--- src/rtl/fifo_pkg.sv ---
// -----------------------------------------------------------------------------
// fifo_pkg
// Shared definitions for the mixed-width dual-clock FIFO and its read-side
// drain engine.
//   - rd_state_t : drain FSM state encoding (IDLE, FETCH, LO, HI)
//   - RD_DEPTH   : FIFO depth in read-side (16-bit) words
//   - RD_WIDTH   : read-side word width
//   - WR_WIDTH   : write-side (byte) width, also the serialised output width
// -----------------------------------------------------------------------------
package fifo_pkg;

  localparam int RD_DEPTH = 128;
  localparam int RD_WIDTH = 16;
  localparam int WR_WIDTH = 8;

  typedef enum logic [1:0] {
    IDLE  = 2'd0,
    FETCH = 2'd1,
    LO    = 2'd2,
    HI    = 2'd3
  } rd_state_t;

endpackage

--- src/rtl/fifo_rd_serializer.sv ---
// -----------------------------------------------------------------------------
// fifo_rd_serializer
// Read-side drain engine. Waits until a full burst of 16-bit words is buffered
// in the FIFO, then pops exactly BURST_LEN words and emits each one as two
// bytes (low byte first) on an 8-bit valid/ready stream, restoring the byte
// order in which the data was originally written.
//
// Parameters
//   BURST_LEN  : words popped per burst (1..128)
//   USEDW_W    : width of the FIFO read-side used-word count
// Ports
//   sys_clk    : FIFO read clock
//   sys_rst_n  : asynchronous active-low reset
//   en         : level enable, only looked at while idle
//   rd_empty   : FIFO empty flag
//   rd_usedw   : FIFO used-word count (may under-report)
//   rd_data    : FIFO read data, valid the cycle after rd_req, held until the
//                next rd_req
//   rd_req     : FIFO pop strobe
//   tx_data    : output byte
//   tx_valid   : output byte valid
//   tx_ready   : downstream accepts the byte
//   busy       : burst in progress
//   burst_done : one-cycle pulse after the last byte of a burst is accepted
// -----------------------------------------------------------------------------
module fifo_rd_serializer
  import fifo_pkg::*;
#(
  parameter int BURST_LEN = 64,
  parameter int USEDW_W   = 9
) (
  input  logic                sys_clk,
  input  logic                sys_rst_n,
  input  logic                en,
  input  logic                rd_empty,
  input  logic [USEDW_W-1:0]  rd_usedw,
  input  logic [RD_WIDTH-1:0] rd_data,
  output logic                rd_req,
  output logic [WR_WIDTH-1:0] tx_data,
  output logic                tx_valid,
  input  logic                tx_ready,
  output logic                busy,
  output logic                burst_done
);

  localparam int CNT_W = $clog2(BURST_LEN + 1);
  // Threshold compare is done one bit wider than either operand so that a
  // BURST_LEN that does not fit in USEDW_W bits still compares correctly.
  localparam int CMP_W = ((USEDW_W > CNT_W) ? USEDW_W : CNT_W) + 1;

  localparam logic [CNT_W-1:0] CNT_LOAD = CNT_W'(BURST_LEN);
  localparam logic [CNT_W-1:0] CNT_ONE  = CNT_W'(1);
  localparam logic [CMP_W-1:0] THRESH   = CMP_W'(BURST_LEN);

  rd_state_t        state;
  logic [CNT_W-1:0] word_cnt;   // words still to be popped in this burst
  logic             start;
  logic             last_word;

  assign start     = en && (CMP_W'(rd_usedw) >= THRESH);
  assign last_word = (word_cnt == '0);
  assign busy      = (state != IDLE);

  // Stream outputs are decoded from the state. rd_data is held by the FIFO
  // until the next pop, and a pop only happens once both bytes of the current
  // word have been accepted, so tx_data is stable under backpressure.
  always_comb begin
    rd_req   = 1'b0;
    tx_valid = 1'b0;
    tx_data  = '0;
    unique case (state)
      FETCH: begin
        rd_req = !rd_empty;
      end
      LO: begin
        tx_valid = 1'b1;
        tx_data  = rd_data[WR_WIDTH-1:0];
      end
      HI: begin
        tx_valid = 1'b1;
        tx_data  = rd_data[RD_WIDTH-1:WR_WIDTH];
        // Pop the next word in the same cycle the high byte is accepted so
        // the stream keeps one byte per cycle.
        rd_req   = tx_ready && !last_word && !rd_empty;
      end
      default: ;
    endcase
  end

  always_ff @(posedge sys_clk or negedge sys_rst_n) begin
    if (!sys_rst_n) begin
      state      <= IDLE;
      word_cnt   <= '0;
      burst_done <= 1'b0;
    end else begin
      burst_done <= 1'b0;
      unique case (state)
        IDLE: begin
          if (start) begin
            word_cnt <= CNT_LOAD;
            state    <= FETCH;
          end
        end
        FETCH: begin
          // Stays here while the FIFO reports empty despite the count.
          if (rd_req) begin
            word_cnt <= word_cnt - CNT_ONE;
            state    <= LO;
          end
        end
        LO: begin
          if (tx_ready) begin
            state <= HI;
          end
        end
        HI: begin
          if (tx_ready) begin
            if (last_word) begin
              burst_done <= 1'b1;
              state      <= IDLE;
            end else if (rd_req) begin
              word_cnt <= word_cnt - CNT_ONE;
              state    <= LO;
            end else begin
              state <= FETCH;
            end
          end
        end
        default: state <= IDLE;
      endcase
    end
  end

endmodule

--- config.mk ---
export PLATFORM = sky130hd
export DESIGN_NAME = fifo_rd_serializer
export DESIGN_NICKNAME = d
export VERILOG_FILES = /design/src/rtl/fifo_pkg.sv /design/src/rtl/fifo_rd_serializer.sv
export SDC_FILE = /design/constraint.sdc
export NUM_CORES = 1
export LEC_CHECK = 0
export CORE_UTILIZATION = 40
export CTS_CLUSTER_DIAMETER = 100
export DETAILED_ROUTE_END_ITERATION = 8
export DONT_BUFFER_PORTS = 1
export GPL_TIMING_DRIVEN = 0
export PLACE_DENSITY_LB_ADDON = 0.2
export SYNTH_ARGS = -nofsm -noshare
export SYNTH_HDL_FRONTEND = slang
export SYNTH_SLANG_ARGS = --single-unit
--- constraint.sdc ---
create_clock -name sys_clk -period 4.5 [get_ports sys_clk]
set_input_delay 0.9 -clock sys_clk [delete_from_list [all_inputs] [get_ports sys_clk]]
set_output_delay 0.9 -clock sys_clk [all_outputs]
set_load 0.05 [all_outputs]
# Word level (Yosys, flattened, before mapping)
# Cells that the tools add are included.
dict set report word_totals {
  regBits 10
  in_bits 30
  wordCells 43
  output_inout_bits 12
}
dict set report op_classes {
  n_lt_le_gt_ge 1
  n_reduce_logical 12
  addsub 1
  muxes 18
  n_eq_ne 8
}
# cell n
set op_table {}
lappend op_table {{7-bit 2-to-1 mux} 4}
lappend op_table {{7-bit one-hot mux with 3 select lines} 1}
lappend op_table {{8-bit one-hot mux with 2 select lines} 1}
lappend op_table {{2-bit 2-to-1 mux} 6}
lappend op_table {{2-bit inequality test (second input constant)} 5}
lappend op_table {{9-bit by 7-bit >= comparator with 1-bit output (second input constant)} 1}
lappend op_table {{2-bit one-hot mux with 4 select lines} 1}
lappend op_table {{4-bit AND reduction} 2}
lappend op_table {{7-bit logical NOT} 1}
lappend op_table {{7-bit by 1-bit subtractor with 7-bit output (second input constant)} 1}
lappend op_table {{2-bit == test (second input constant)} 2}
lappend op_table {{1-bit 2-to-1 mux} 4}
lappend op_table {{1-bit logical AND} 3}
lappend op_table {{3-bit nonzero test} 1}
lappend op_table {{2-bit by 1-bit == test with 1-bit output (second input constant)} 1}
lappend op_table {{1-bit logical NOT} 2}
lappend op_table {{2-bit logical NOT} 1}
lappend op_table {{1-bit one-hot mux with 2 select lines} 1}
lappend op_table {{2-bit nonzero test} 1}
lappend op_table {{2-bit OR reduction} 1}

# Logic depth before layout (Yosys ltp)
# Gate-level depths: netlist (run 1).
dict set report logic_depth {
  depth_word 9
  depth_mapped 6
  mapped_depth_nobuf 6
}

# Least setup slack after synthesis (run 1)
# No wires, ideal clock.
dict set report synth_path {
  path_type {input port to output port}
  start {in rd_empty}
  end {out rd_req}
  n_path_buf 0
  arrival_time_ps 1893
  required_ps 3600
  setup_slack_ps 1707
  path_stages 3
  path_cell_list {inv_1 nand2_1 a21oi_1}
}
dict set report synth_between {
  elab_chain_len 3
}
# item line_no
set synth_lines {}
lappend synth_lines {{start, declared} fifo_rd_serializer.sv:35} ;# input logic rd_empty,
lappend synth_lines {{1-bit logical NOT *} {fifo_rd_serializer.sv:73, fifo_rd_serializer.sv:84}}
lappend synth_lines {{1-bit logical AND} fifo_rd_serializer.sv:84} ;# rd_req = tx_ready && !last_word && !rd_empty;
lappend synth_lines {{1-bit one-hot mux with 2 select lines *} fifo_rd_serializer.sv:71} ;# unique case (state)
lappend synth_lines {{end, declared} fifo_rd_serializer.sv:38} ;# output logic rd_req,
# Every way passes the cells marked *; elsewhere a longest branch is shown, timed or not.

# Final worst setup path (run 1)
dict set report layout_path {
  start {reg word_cnt[0]}
  end {out rd_req}
}
dict set report layout_between {
  elab_chain_len 5
}
# item line_no
set layout_lines {}
lappend layout_lines {{start, declared} fifo_rd_serializer.sv:56} ;# logic [CNT_W-1:0] word_cnt;
lappend layout_lines {{start signal, assigned} fifo_rd_serializer.sv:107} ;# word_cnt <= word_cnt - CNT_ONE;
lappend layout_lines {{start signal, assigned} fifo_rd_serializer.sv:122} ;# word_cnt <= word_cnt - CNT_ONE;
lappend layout_lines {{7-bit logical NOT} fifo_rd_serializer.sv:61} ;# assign last_word = (word_cnt == '0);
lappend layout_lines {{1-bit logical NOT} fifo_rd_serializer.sv:84}
lappend layout_lines {{1-bit logical AND (2 in series)} fifo_rd_serializer.sv:84}
lappend layout_lines {{1-bit one-hot mux with 2 select lines} fifo_rd_serializer.sv:71}
# Every way passes these cells.

==> impl_metrics.tcl, run 1 <==
set metrics [dict create \
    core-area_sq_mm 0.00180 \
    synth_cell_types 33 \
    slew_violations 0 \
    hp-class "input pin to asynchronous set/reset pin" \
    numCtsBuffers 3 \
    hold_viol_final 0 \
    clk_path_buf_depth 2 \
    maxCapViolations 0 \
    startpoint "word_cnt[0]$_DFFE_PN0P_" \
    ant_nets 0 \
    place.gp.congestion 0.750 \
    cts_resized 0 \
    routed_wl_um 1530 \
    root_buffer "clkbuf_4" \
    p_per_area_mw_per_mm2 744 \
    placed_area_sq_um 827 \
    syn-cell-area_sq_um 796 \
    grt_max_degree 11 \
    crit_path_end_kind "output port" \
    reg2regPathDepth 6 \
    layout_min_cycle_time_ns 3.06 \
    fp-row-count 15 \
    setup_viol 0 \
    clk_latency_ns 0.26 \
    synthCells 88 \
    viasPerCell 5.58 \
    tns_ns 0 \
    worstReg2RegStart "word_cnt[0]$_DFFE_PN0P_" \
    drc_errors 0 \
    reg2reg_slack_ns 2.22 \
    relSlewSlack_pct 20.8 \
    final_util_pct 47.2 \
    areaGrowthSynthToFinish_pct 6.76 \
    cp-start-kind "register" \
    nNetsFinal 125 \
    dieArea_sq_mm 0.00217 \
    grt_pass1_vias 589 \
    dp_hpwl_um 1250 \
    clk_pin_slew_worst_paths_ns 0.06 \
    ys_seq_area_share_pct 31.4 \
    dp.cells 113 \
    peakVddDrop_v 0.000462 \
    cts.sinks 10 \
    worstSetupPathType "register to output port" \
    finClkSkew_ns 0.00563 \
    port_buffers 0 \
    overflow 0 \
    reg2reg_to "word_cnt[0]$_DFFE_PN0P_" \
    grt_pass1_wl_um 2450 \
    ctsHtreeMaxLevel 1 \
    cp_max_fo 5 \
    syn_nets 120 \
    final_area_sq_um 850 \
    antenna_found_initial 0 \
    endpoint "rd_req" \
    final_cells 116 \
    die_h_um 46.6 \
    wire_per_inst_um 13.1 \
    drtIter0Drc 14 \
    period_share_pct 68.1 \
    worstPathArrival_ns 2.16 \
    power.total_mw 0.632 \
    grt_use_total_pct 16.7 \
    synth-seq-cells 10 \
    hold_buffers 0 \
    leakagePower_nw 0.361 \
    die_w_um 46.6 \
    avgSynthCellArea_sq_um 9.04 \
    critPathRequiredTime_ns 3.60 \
    max_clock_freq_ghz 0.326 \
    drive_gt1_share_pct 12.1 \
    antennaDiodeCount 0 \
    outcome "finished clean" \
    worstMarginPinSlew_ns 1.19 \
    post_cts_buffers 0 \
    tritoncts "yes" \
    via_count 647 \
    io_pins 42 \
    start_util_pct 44.2 \
    rsz0062_at_grt "no" \
    yosysWarningCount 0 \
    first_pass_iters 4 \
]
==> per-stage QoR <==
step           hold slack, ns  setup slack [ns]
2_1_floorplan           0.503              1.71
3_3_place_gp            0.524              1.63
3_5_place_dp            0.532              1.60
4_1_cts                 0.319              1.41
5_1_grt                 0.304              1.28
6_report                0.326              1.44
==> power breakdown <==
group          internal, mW  switching [mW]
Sequential            0.128          0.0366
Combinational         0.126           0.281
Clock                0.0308          0.0286
==> synth_stat cells, drive strengths merged <==
cell type	instances	area, sq um
xnor2	1	8.76
nand2b	4	25.0
buf	3	21.3
mux2	1	11.3
and2	2	12.5
or2	2	12.5
clkbuf	3	11.3
a21o	1	7.51
nor2b	1	6.26
a32o	1	10.0
inv	5	18.8
a2111oi	1	10.0
mux2i	12	120
and4b	1	10.0
a22o	1	8.76
ha	2	25.0
a21oi	3	15.0
o21ai	3	18.8
o2111ai	3	56.3
nor4	1	6.26
o31ai	1	7.51
dfrtp	10	250
or4	3	22.5
nand3	1	5.00
o221ai	1	8.76
nor2	11	41.3
nand2	8	30.0
a211oi	2	15.0
==> final cells by class <==
| type | instances | area (sq um) |
|---|---|---|
| fillers | 183 | 952 |
| multi-input cells | 67 | 494 |
| flip-flops and latches | 10 | 250 |
| plain buffers | 6 | 32.5 |
| well taps | 25 | 31.3 |
| clock buffers | 3 | 22.5 |
| inverters | 5 | 18.8 |
==> layer usage <==
layer | share of wire, % | global-route usage, %
met4 | 0.79 | 5.29
met3 | 8.7 | 9.80
met1 | 46 | 20.1
met2 | 44 | 24.7
met5 | 0 | 0
==> registers in the layout, indices dropped and copies added (netlist names) <==
register,cells
word_cnt,7
state,2
burst_done,1
==> cells by family after synthesis <==
family          count (synthesis)  synth area share [%]
compound gates                 17                  19.8
xor+xnor                        1                  1.10
fa+ha+maj                       2                  3.14
buf+inv                        11                  6.45
flops                          10                  31.4
mux                            13                  16.5
simple gates                   34                  21.5
==> critical path, stage by stage, from the launching register on <==
cell	delay (ns)
dfrtp_1	0.39
inv_1	0.08
ha_1	0.21
nand2b_1	0.21
o21ai_1	0.09
a21oi_1	0.93
==> cell usage in the layout, fill, tap and decap left out, types with 3 or more instances in the layout <==
cell type / count
mux2i_1: 12
nor2_1: 11
dfrtp_1: 10
nand2_1: 8
inv_1: 5
nand2b_1: 4
clkbuf_1: 3
or4_1: 3
a21oi_1: 3
clkbuf_4: 3
==> worst min path at each step <==
stage / to / slack [ns] / cells past startpoint
final: state[0]$_DFFE_PN0P_ / 0.33 / 0
after global routing: state[0]$_DFFE_PN0P_ / 0.30 / 0
after CTS: state[0]$_DFFE_PN0P_ / 0.32 / 0
after detailed placement: word_cnt[5]$_DFFE_PN0P_ / 0.53 / 2
after global placement: word_cnt[5]$_DFFE_PN0P_ / 0.52 / 2
after floorplan: word_cnt[5]$_DFFE_PN0P_ / 0.50 / 2
Note: power is estimated with default switching activity, not from simulation.
==> run 2: changes to the inputs <==
Settings changed: ABC_AREA set to 1.
Clock period 4.5 ns to 2.95 ns, I/O delays scaled along.
==> run 2 against run 1 <==
Against the previous run: core utilization grew 0.56 points; clock-buffer cell count unchanged; final cell count grew 37%; setup slack lost 0.82 ns; register-to-register slack got worse by 0.92 ns; synthesized cell count up 48%; non-clock buffer count shrank 2; sequential share of layout area down 0.34 points; design area increased by 1.2%; worst hold slack worse by 0.31 ns.
==> impl_metrics.tcl, run 2 <==
set metrics [dict create \
    outcome "finished clean" \
    maxCapViolations 0 \
    postSynth.asyncResetShare_pct 100 \
    grt_max_degree 11 \
    cts.sinks 10 \
    cp_max_fo 10 \
    routed_wl_um 1780 \
    synth_ff_type "dfrtp_1" \
    use_met3_pct 6.27 \
    reg2regPathDepth 9 \
    cp-start-kind "register" \
    period_share_pct 79.1 \
    crit_chain "inv_2, clkbuf_1, nand3_1, nand2_1" \
    crit_path_end_kind "output port" \
    ctsHtreeMaxLevel 1 \
    grt.busiest_layer "met2" \
    path_depth 4 \
    ant_nets 0 \
    place.gp.congestion 0.783 \
    finClkSkew_ns 0.00224 \
    die_h_um 46.6 \
    final_area_sq_um 860 \
    io_pins 42 \
    wire_per_inst_um 11.2 \
    synth-edff-count 0 \
    p_clk_share_pct 7.9 \
    switching_share_pct 63.2 \
    p_comb_share_pct 70.1 \
    clk_path_buf_depth 2 \
    dp_hpwl_um 1340 \
    yosys-top-cells-area "dfrtp_1 31%, nand2_1 25%, nand3_1 11%" \
    post_cts_buffers 0 \
    p_per_area_mw_per_mm2 1380 \
    ys_seq_area_share_pct 31.4 \
    antenna_found_initial 0 \
    placed_area_sq_um 827 \
    tns_ns 0 \
    top_register "word_cnt" \
    clk_pin_slew_worst_paths_ns 0.06 \
    numCtsBuffers 3 \
    overflow 0 \
    worstMarginPinSlew_ns 0.592 \
    reg2reg_slack_ns 1.30 \
    slew_violations 0 \
    clk_latency_ns 0.27 \
    nNetsFinal 168 \
    cp_num_buf_inv 2 \
    largest_reg_flops 7 \
    cpPeakStageDelay_ns 0.47 \
    avgSynthCellArea_sq_um 6.12 \
    final_common_cell "nand2_1" \
    core-area_sq_mm 0.00180 \
    synth_area_leader_cell "dfrtp_1" \
    syn_nets 162 \
    reg_top3 "word_cnt x7, state x2, burst_done x1" \
    drive_gt1_share_pct 8.21 \
    grt_use_total_pct 17.8 \
    grtUsageMet2_pct 25.6 \
    via_count 782 \
    start_util_pct 44.2 \
    synth_cell_types 21 \
    leakagePower_nw 0.486 \
    yosysWarningCount 0 \
    rsz0062_at_grt "no" \
    hold_viol_final 0 \
    drc_errors 0 \
    synth-seq-cells 10 \
    fin_ws_ns 0.616 \
    synth_common_cells "52 x nand2_1, 18 x nand3_1, 14 x inv_1, 12 x nor2_1, 10 x dfrtp_1" \
    max_clock_freq_ghz 0.429 \
    worstPathArrival_ns 1.74 \
    port_buffers 0 \
    areaGrowthSynthToFinish_pct 8.02 \
    layout_min_cycle_time_ns 2.33 \
    dieArea_sq_mm 0.00217 \
    peakVddDrop_v 0.000703 \
    power.switching_mw 0.752 \
    hp-class "input pin to asynchronous set/reset pin" \
    drtIter0Drc 12 \
    worstSetupPathType "register to output port" \
    root_buffer "clkbuf_4" \
    slowest_stage "dfrtp_1" \
    viasPerCell 4.92 \
    syn-cell-area_sq_um 796 \
    synth.most_common_cell "nand2_1" \
    antennaDiodeCount 0 \
    grt_pass1_vias 649 \
    fp-row-count 15 \
    final_cell_mix "52 x nand2_1, 18 x nand3_1, 14 x inv_1, 12 x nor2_1, 10 x dfrtp_1" \
    first_pass_iters 4 \
    post-place-ws_ns 0.914 \
    die_w_um 46.6 \
    relSlewSlack_pct 60.7 \
    synth_top_cell_area_share_pct 31.4 \
    met1_usage_pct 24.8 \
    final_util_pct 47.7 \
    tritoncts "yes" \
    seq_power_share_pct 22.1 \
    critPathRequiredTime_ns 2.36 \
    synthCells 130 \
    grt_pass1_wl_um 2710 \
    critPathTopFamily "simple AND/OR/NAND/NOR gates" \
    intPower_mw 0.437 \
    setup_viol 0 \
]
[run 2: worst register-to-register path, stage by stage (launching register included)]
cell and delay, ns:
dfrtp_1 0.37, inv_1 0.18, ha_1 0.18, inv_1 0.03, nor2_1 0.12, nand4_1 0.14, nand2_2 0.13, inv_1 0.22
nand2_1 0.12, nand2_1 0.05
[run 2: logic make-up (layout without fill, tap and decap cells)]
kind of cell,Yosys count,in the layout,share of synthesized area (%)
fa+ha+maj,2,2,3.14
buf+inv,19,23,9.12
simple gates,92,92,50.9
xor+xnor,2,2,2.20
flops,10,10,31.4
compound gates,5,5,3.14
[run 2: through the flow]
step                      hold WS, ns  total power [mW]  std cells
after global placement          0.295              1.08        155
after global routing         0.000815              1.30        159
after detailed placement        0.295              1.09        155
after floorplan                 0.294             0.981        130
final                          0.0147              1.19        159
after CTS                     0.00983              1.19        158
[run 2: what timing repair did]
action	in CTS	in global routing
hold buffers	0	1
resized for setup	0	0
endpoints found under the hold margin	0	5
[run 2: path summary, 6_finish.rpt]
| kind | from | to |
|---|---|---|
| max in group asynchronous | sys_rst_n | burst_done$_DFF_PN0_ |
| max | state[0]$_DFFE_PN0P_ | tx_data[2] |
| min reg2reg | word_cnt[0]$_DFFE_PN0P_ | word_cnt[0]$_DFFE_PN0P_ |
| min in group sys_clk | tx_ready | burst_done$_DFF_PN0_ |
| max reg2reg | word_cnt[0]$_DFFE_PN0P_ | word_cnt[0]$_DFFE_PN0P_ |
| min | sys_rst_n | word_cnt[0]$_DFFE_PN0P_ |
[run 2: layer usage]
metal  vias to the layer above  part of all wire, %
met5                         -                    0
met4                         0                 0.79
met3                         2                  4.1
met2                        13                   48
met1                       355                   47
li1                        412                    -
[run 2: power groups by stage]
stage | logic, mW | registers [mW] | clock network [mW]
finish | 0.834 | 0.263 | 0.0935
CTS | 0.834 | 0.262 | 0.0956
floorplan | 0.734 | 0.248 | 0
global placement | 0.818 | 0.263 | 0
detailed placement | 0.829 | 0.264 | 0
global route | 0.927 | 0.275 | 0.103
[run 2: layout make-up]
cell class | count | area [sq um]
multi-input cells | 101 | 473
repair buffers | 1 | 10.0
fillers | 204 | 942
flip-flops and latches | 10 | 250
plain buffers | 3 | 12.5
clock buffers | 3 | 22.5
well taps | 25 | 31.3
inverters | 16 | 60.1
